$ cat config.mk
export PLATFORM = sky130hd
export DESIGN_NAME = seven_seg_capture
export DESIGN_NICKNAME = d
export VERILOG_FILES = /design/src/rtl/seven_seg_pkg.sv /design/src/rtl/seg7_decode.sv /design/src/rtl/seven_seg_capture.sv
export SDC_FILE = /design/constraint.sdc
export NUM_CORES = 1
export LEC_CHECK = 0
export ABC_AREA = 1
export BUFFER_PORTS_ARGS = -buffer_cell sky130_fd_sc_hd__buf_2
export CAP_MARGIN = 0
export CORE_MARGIN = 4
export CORE_UTILIZATION = 40
export CTS_CLUSTER_DIAMETER = 200
export DETAILED_ROUTE_END_ITERATION = 16
export SETUP_SLACK_MARGIN = 0.5
export SYNTH_ARGS = -nofsm -noshare
export SYNTH_HDL_FRONTEND = slang
export SYNTH_SLANG_ARGS = --single-unit
$ cat constraint.sdc
create_clock -name clk -period 3.5 [get_ports clk]
set_input_delay 0.35 -clock clk [delete_from_list [all_inputs] [get_ports clk]]
set_output_delay 0.35 -clock clk [all_outputs]
set_load 0.05 [all_outputs]
$ cat src/rtl/seven_seg_pkg.sv
// seven_seg_pkg: shared segment patterns, FSM states and widths for the 7-segment capture block
package seven_seg_pkg;
  localparam int SEG_W = 7;
  localparam logic [SEG_W-1:0] SEG_0 = 7'h3F;
  localparam logic [SEG_W-1:0] SEG_1 = 7'h06;
  localparam logic [SEG_W-1:0] SEG_2 = 7'h5B;
  localparam logic [SEG_W-1:0] SEG_3 = 7'h4F;
  localparam logic [SEG_W-1:0] SEG_4 = 7'h66;
  localparam logic [SEG_W-1:0] SEG_5 = 7'h6D;
  localparam logic [SEG_W-1:0] SEG_6 = 7'h7D;
  localparam logic [SEG_W-1:0] SEG_7 = 7'h07;
  localparam logic [SEG_W-1:0] SEG_8 = 7'h7F;
  localparam logic [SEG_W-1:0] SEG_9 = 7'h6F;
  localparam logic [SEG_W-1:0] SEG_A = 7'h77;
  localparam logic [SEG_W-1:0] SEG_B = 7'h7C;
  localparam logic [SEG_W-1:0] SEG_C = 7'h39;
  localparam logic [SEG_W-1:0] SEG_D = 7'h5E;
  localparam logic [SEG_W-1:0] SEG_E = 7'h79;
  localparam logic [SEG_W-1:0] SEG_F = 7'h71;
  localparam logic [SEG_W-1:0] SEG_PAT [16] = '{SEG_0, SEG_1, SEG_2, SEG_3, SEG_4, SEG_5, SEG_6, SEG_7,
                                                SEG_8, SEG_9, SEG_A, SEG_B, SEG_C, SEG_D, SEG_E, SEG_F};
  typedef enum logic [1:0] {ST_SYNC, ST_SETTLE, ST_HELD} state_t;
endpackage

$ cat src/rtl/seg7_decode.sv
// seg7_decode: map a gfedcba segment pattern back to its hex nibble
module seg7_decode import seven_seg_pkg::*; (
  input  logic [SEG_W-1:0] seg_i,
  output logic             ok_o,
  output logic [3:0]       nib_o
);
  // table search; patterns not in the table read as 0 with ok_o low
  always_comb begin
    ok_o = 1'b0;
    nib_o = 4'h0;
    for (int i = 0; i < 16; i++) begin
      if (seg_i == SEG_PAT[i]) begin
        ok_o = 1'b1;
        nib_o = 4'(i);
      end
    end
  end
endmodule

$ cat src/rtl/seven_seg_capture.sv
// seven_seg_capture: rebuild the two-digit word from a multiplexed 7-segment bus
module seven_seg_capture import seven_seg_pkg::*; #(
  parameter int SETTLE  = 4,
  parameter int TIMEOUT = 2047
) (
  input  logic                 clk,
  input  logic                 rst,
  input  logic [SEG_W-1:0]     seg_in,
  input  logic                 sel_in,
  output logic [2*SEG_W-1:0]   both7seg_out,
  output logic                 frame_valid,
  output logic [3:0]           hex_hi,
  output logic [3:0]           hex_lo,
  output logic                 hex_ok,
  output logic                 stale
);
  localparam int TW = $clog2(TIMEOUT + 1);
  logic [SEG_W-1:0] r_seg_q, p_seg_q, hi_q;
  logic             r_sel_q, p_sel_q, hi_f_q;
  logic [7:0]       cnt_q, cnt_d;
  logic [TW-1:0]    tcnt_q;
  state_t           state_q;
  logic             sel_edge, seg_chg, step, cap, stale_hit;
  logic             ok_hi, ok_lo;
  logic [3:0]       nib_hi, nib_lo;

  seg7_decode u_dec_hi (.seg_i(hi_q), .ok_o(ok_hi), .nib_o(nib_hi));
  seg7_decode u_dec_lo (.seg_i(r_seg_q), .ok_o(ok_lo), .nib_o(nib_lo));

  // change detection on the registered bus; a step re-evaluates the settle count
  always_comb begin
    sel_edge = r_sel_q ^ p_sel_q;
    seg_chg = r_seg_q != p_seg_q;
    step = sel_edge || state_q == ST_SETTLE || (state_q == ST_HELD && seg_chg);
    cnt_d = (sel_edge || seg_chg) ? 8'd1 : cnt_q + 8'd1;
    cap = step && cnt_d == 8'(SETTLE);
    stale_hit = !sel_edge && tcnt_q == TW'(TIMEOUT - 1);
  end

  // input register, capture FSM, frame assembly and link timeout
  always_ff @(posedge clk) begin
    if (rst) begin
      r_seg_q <= '0;
      p_seg_q <= '0;
      r_sel_q <= 1'b0;
      p_sel_q <= 1'b0;
      hi_q <= '0;
      hi_f_q <= 1'b0;
      cnt_q <= '0;
      tcnt_q <= '0;
      state_q <= ST_SYNC;
      both7seg_out <= '0;
      frame_valid <= 1'b0;
      hex_hi <= '0;
      hex_lo <= '0;
      hex_ok <= 1'b0;
      stale <= 1'b0;
    end else begin
      r_seg_q <= seg_in;
      r_sel_q <= sel_in;
      p_seg_q <= r_seg_q;
      p_sel_q <= r_sel_q;
      frame_valid <= 1'b0;
      if (sel_edge) tcnt_q <= '0;
      else if (tcnt_q != TW'(TIMEOUT)) tcnt_q <= tcnt_q + TW'(1);
      if (stale_hit) begin
        stale <= 1'b1;
        hi_f_q <= 1'b0;
        state_q <= ST_SYNC;
      end else if (step) begin
        if (sel_edge) stale <= 1'b0;
        cnt_q <= cnt_d;
        state_q <= cap ? ST_HELD : ST_SETTLE;
        if (state_q == ST_HELD && !sel_edge && r_sel_q) hi_f_q <= 1'b0;
        if (cap && r_sel_q) begin
          hi_q <= r_seg_q;
          hi_f_q <= 1'b1;
        end
        if (cap && !r_sel_q && hi_f_q) begin
          both7seg_out <= {hi_q, r_seg_q};
          hex_hi <= nib_hi;
          hex_lo <= nib_lo;
          hex_ok <= ok_hi & ok_lo;
          frame_valid <= 1'b1;
          hi_f_q <= 1'b0;
        end
      end
    end
  end
endmodule
==> out/metrics.csv <==
stage,metric,value,unit
place,gp_congestion,0.915,
final_layout,final_layout_size_suffix_gt1_share,16.2,%
critical_path,critPathRequiredTime,3.71,ns
logic_synthesis,async_flop_share,0,%
timing,finalSetupTns,0,ns
logic_synthesis,synth-compound-area-share,10.9,%
critical_path,cp.arrival,2.75,ns
logic_synthesis,synth_seq_cells,70,
grt,grt_pass1_wl,14.5,mm
clocking,clk_path_buf_depth,2,
logic_synthesis,muxShareOfSynthArea,0,%
logic_synthesis,synthTopCellsByArea,"dfxtp_1 38%, nand2_1 11%, nor2_1 10%",
detailed_routing,postRouteAntennaNets,0,
logic_synthesis,ys_seq_area_share,38.1,%
clocking,post_cts_buffers,0,
timing,rsz0062_at_grt,false,
clocking,cts_resized,0,
critical_path,cp_slowest_cell,dfxtp_1,
critical_path,endpoint_kind,flip-flop,
die,ios,35,
logic_synthesis,yosys.area.top_type,dfxtp_1,
clocking,insertion_delay,0.34,ns
place,place_inst,677,
timing,relSlewSlack,33.2,%
timing,drv_slew,0,
critical_path,critPathKind,flip-flop to flip-flop,
logic_synthesis,synthAdderAreaFrac,1.02,%
clocking,ctsHoldBuffers,0,
timing,final.min_clock_period,2.54,ns
detailed_routing,route.vias.total,3420,
power,power_density,398,mW/mm2
critical_path,start_kind,flip-flop,
final_layout,insertedDiodeCount,0,
die,core-area,0.00885,mm2
logic_synthesis,synth.most_common_cell,nand2_1,
timing,setup_viol_count_final,0,
grt,grt_overflow_total,0,
die,initial_utilization,41.6,%
logic_synthesis,synth_common_cells,"106 x nand2_1, 98 x nor2_1, 73 x inv_1",
grt,track_usage,16.0,%
detailed_routing,routed_wl,8.53,mm
logic_synthesis,synth_edf_count,0,
grt,grt_pass1_vias,3054,
clocking,clkSinkCount,70,
logic_synthesis,synth_cells,550,
logic_synthesis,ys_warn_count,0,
critical_path,crit_top_cell,nand2_1,
place,numPortBuffers,34,
final_layout,design_area,0.00408,mm2
logic_synthesis,yosysUniqueCellTypes,38,
place,hpwl,6.20,mm
detailed_routing,top_layer,met4,
clocking,cts-root-buf,clkbuf_8,
power,p_leak,2.07,nW
logic_synthesis,synth_top_family_by_area,simple AND/OR/NAND/NOR gates,
logic_synthesis,synth_top_area_share,38.1,%
status,status,completed,
clocking,cts_buffers,9,
clocking,cts_tree,yes,
logic_synthesis,synth.net_count,563,
place,dpl-instance-area,0.00389,mm2
grt,grt_antenna_before_repair,0,
flow_run,cap_violations,0,
critical_path,cp_max_fo,25,
detailed_routing,dr_wl_met3,404,um
detailed_routing,wl_per_cell,12.3,um
power,power.total,1.62,mW
timing,setup_ws,0.961,ns
final_layout,area_delta_synth_final,10.8,%
timing,worst-slew-pin-transition,1.00,ns
logic_synthesis,synthSimpleGateAreaFrac,37.6,%
logic_synthesis,synth_xor_area_share,0.714,%
detailed_routing,viasPerCell,4.94,
die,die-area,0.0108,mm2
hold_path,hp-class,primary input to flip-flop,
logic_synthesis,syn_area,0.00368,mm2
logic_synthesis,ys.flop_type,dfxtp_1,
detailed_routing,wl_met2,3.50,mm
timing,hold_viol_final,0,
critical_path,cpPeakStageDelay,0.60,ns
clocking,clk_pin_slew,0.08,ns
detailed_routing,drc_errors,0,
detailed_routing,first_pass_iters,6,
timing,hold_slack,0.202,ns
final_layout,fill_cells,945,
timing,fmax,394,MHz
place,dp_slack,0.934,ns
timing,fin_skew,0.0116,ns
final_layout,stdcell_count,693,
critical_path,critical_path.cell_chain,"inv_2, nand2_1, nand2_1, nor2_1, nand2_2, nor2_8, nand4_2, nor2_4, nand4_4, nor2_8, inv_4, nand2_1, a21oi_2",
die,rows,34,
final_layout,post-route-util,46.1,%
clocking,cts.htree.levels,3,
final_layout,num-nets-final,593,
timing,fin_crit_sh,72.5,%
logic_synthesis,avgSynthCellArea,6.70,um2
detailed_routing,first_iter_violations,178,
die,die_y,104,um
die,die_x,104,um
detailed_routing,wl_met1,4.56,mm
grt,grt_max_degree,36,
power,ir_drop,0.173,mV
[registers in the layout, indices dropped and copies added, names as in the netlist, 2 cells and up]
name,cells
r_seg_q,7
both7seg_out,14
hex_lo,4
tcnt_q,11
p_seg_q,7
cnt_q,8
state_q,2
hex_hi,4
hi_q,7
[layout by cell type, fill, tap and decap left out, types with 3 or more instances in the layout]
cell type and instances:
a211oi_1 4, a21oi_1 18, a31oi_1 6, buf_2 34, clkbuf_1 3, clkbuf_8 10
dfxtp_1 70, ha_1 3, inv_1 73, inv_2 11, nand2_1 106, nand2_2 8
nand3_1 30, nand4_1 11, nor2_1 98, nor2_2 14, nor3_1 15, nor4_1 5
o21ai_0 17, o21ai_1 20, or2_2 3
[layer usage]
layer	global-route usage, %	up-vias
met4	3.89	0
met3	4.03	6
met2	23.9	72
li1	-	1809
met5	0	-
met1	23.2	1533
[where the power goes]
part	total, mW	internal, mW	switching (mW)
Sequential	0.843	0.816	0.0272
Clock	0.655	0.350	0.304
Combinational	0.127	0.0410	0.0857
[kinds of logic (layout without fill, tap and decap cells)]
kind of cell,after synthesis,after routing
AO/OA/AOI/OAI,72,72
XOR/XNOR,3,3
adder cells (fa/ha/maj),3,3
buffers and inverters,101,136
flip-flops,70,70
AND/OR/NAND/NOR,301,301
[critical path: cells and delay by family, from the launching register on]
family,cells,cell delay (ns)
compound gates,1,0.05
buf+inv,2,0.31
flops,1,0.60
simple gates,10,1.43
[cell type report]
type | count | area, um2 | share of cell area, %
Clock buffer | 13 | 149 | 3.65
Clock inverter | 3 | 43.8 | 1.07
Inverter | 85 | 322 | 7.88
Multi-Input combinational cell | 379 | 1850 | 45.4
Sequential cell | 70 | 1400 | 34.4
Tap cell | 108 | 135 | 3.31
Timing Repair Buffer | 35 | 178 | 4.36
[path summary, 6_finish.rpt]
path	depth (start not counted)	start	to	slack, ns
worst max-delay path	13	r_seg_q[6]	hex_ok	0.96
worst min-delay path	3	sel_in	r_sel_q	0.20
worst max register to register	13	r_seg_q[6]	hex_ok	0.96
worst min register to register	2	tcnt_q[10]	tcnt_q[10]	0.46
Power figures use the tool's default switching activity.
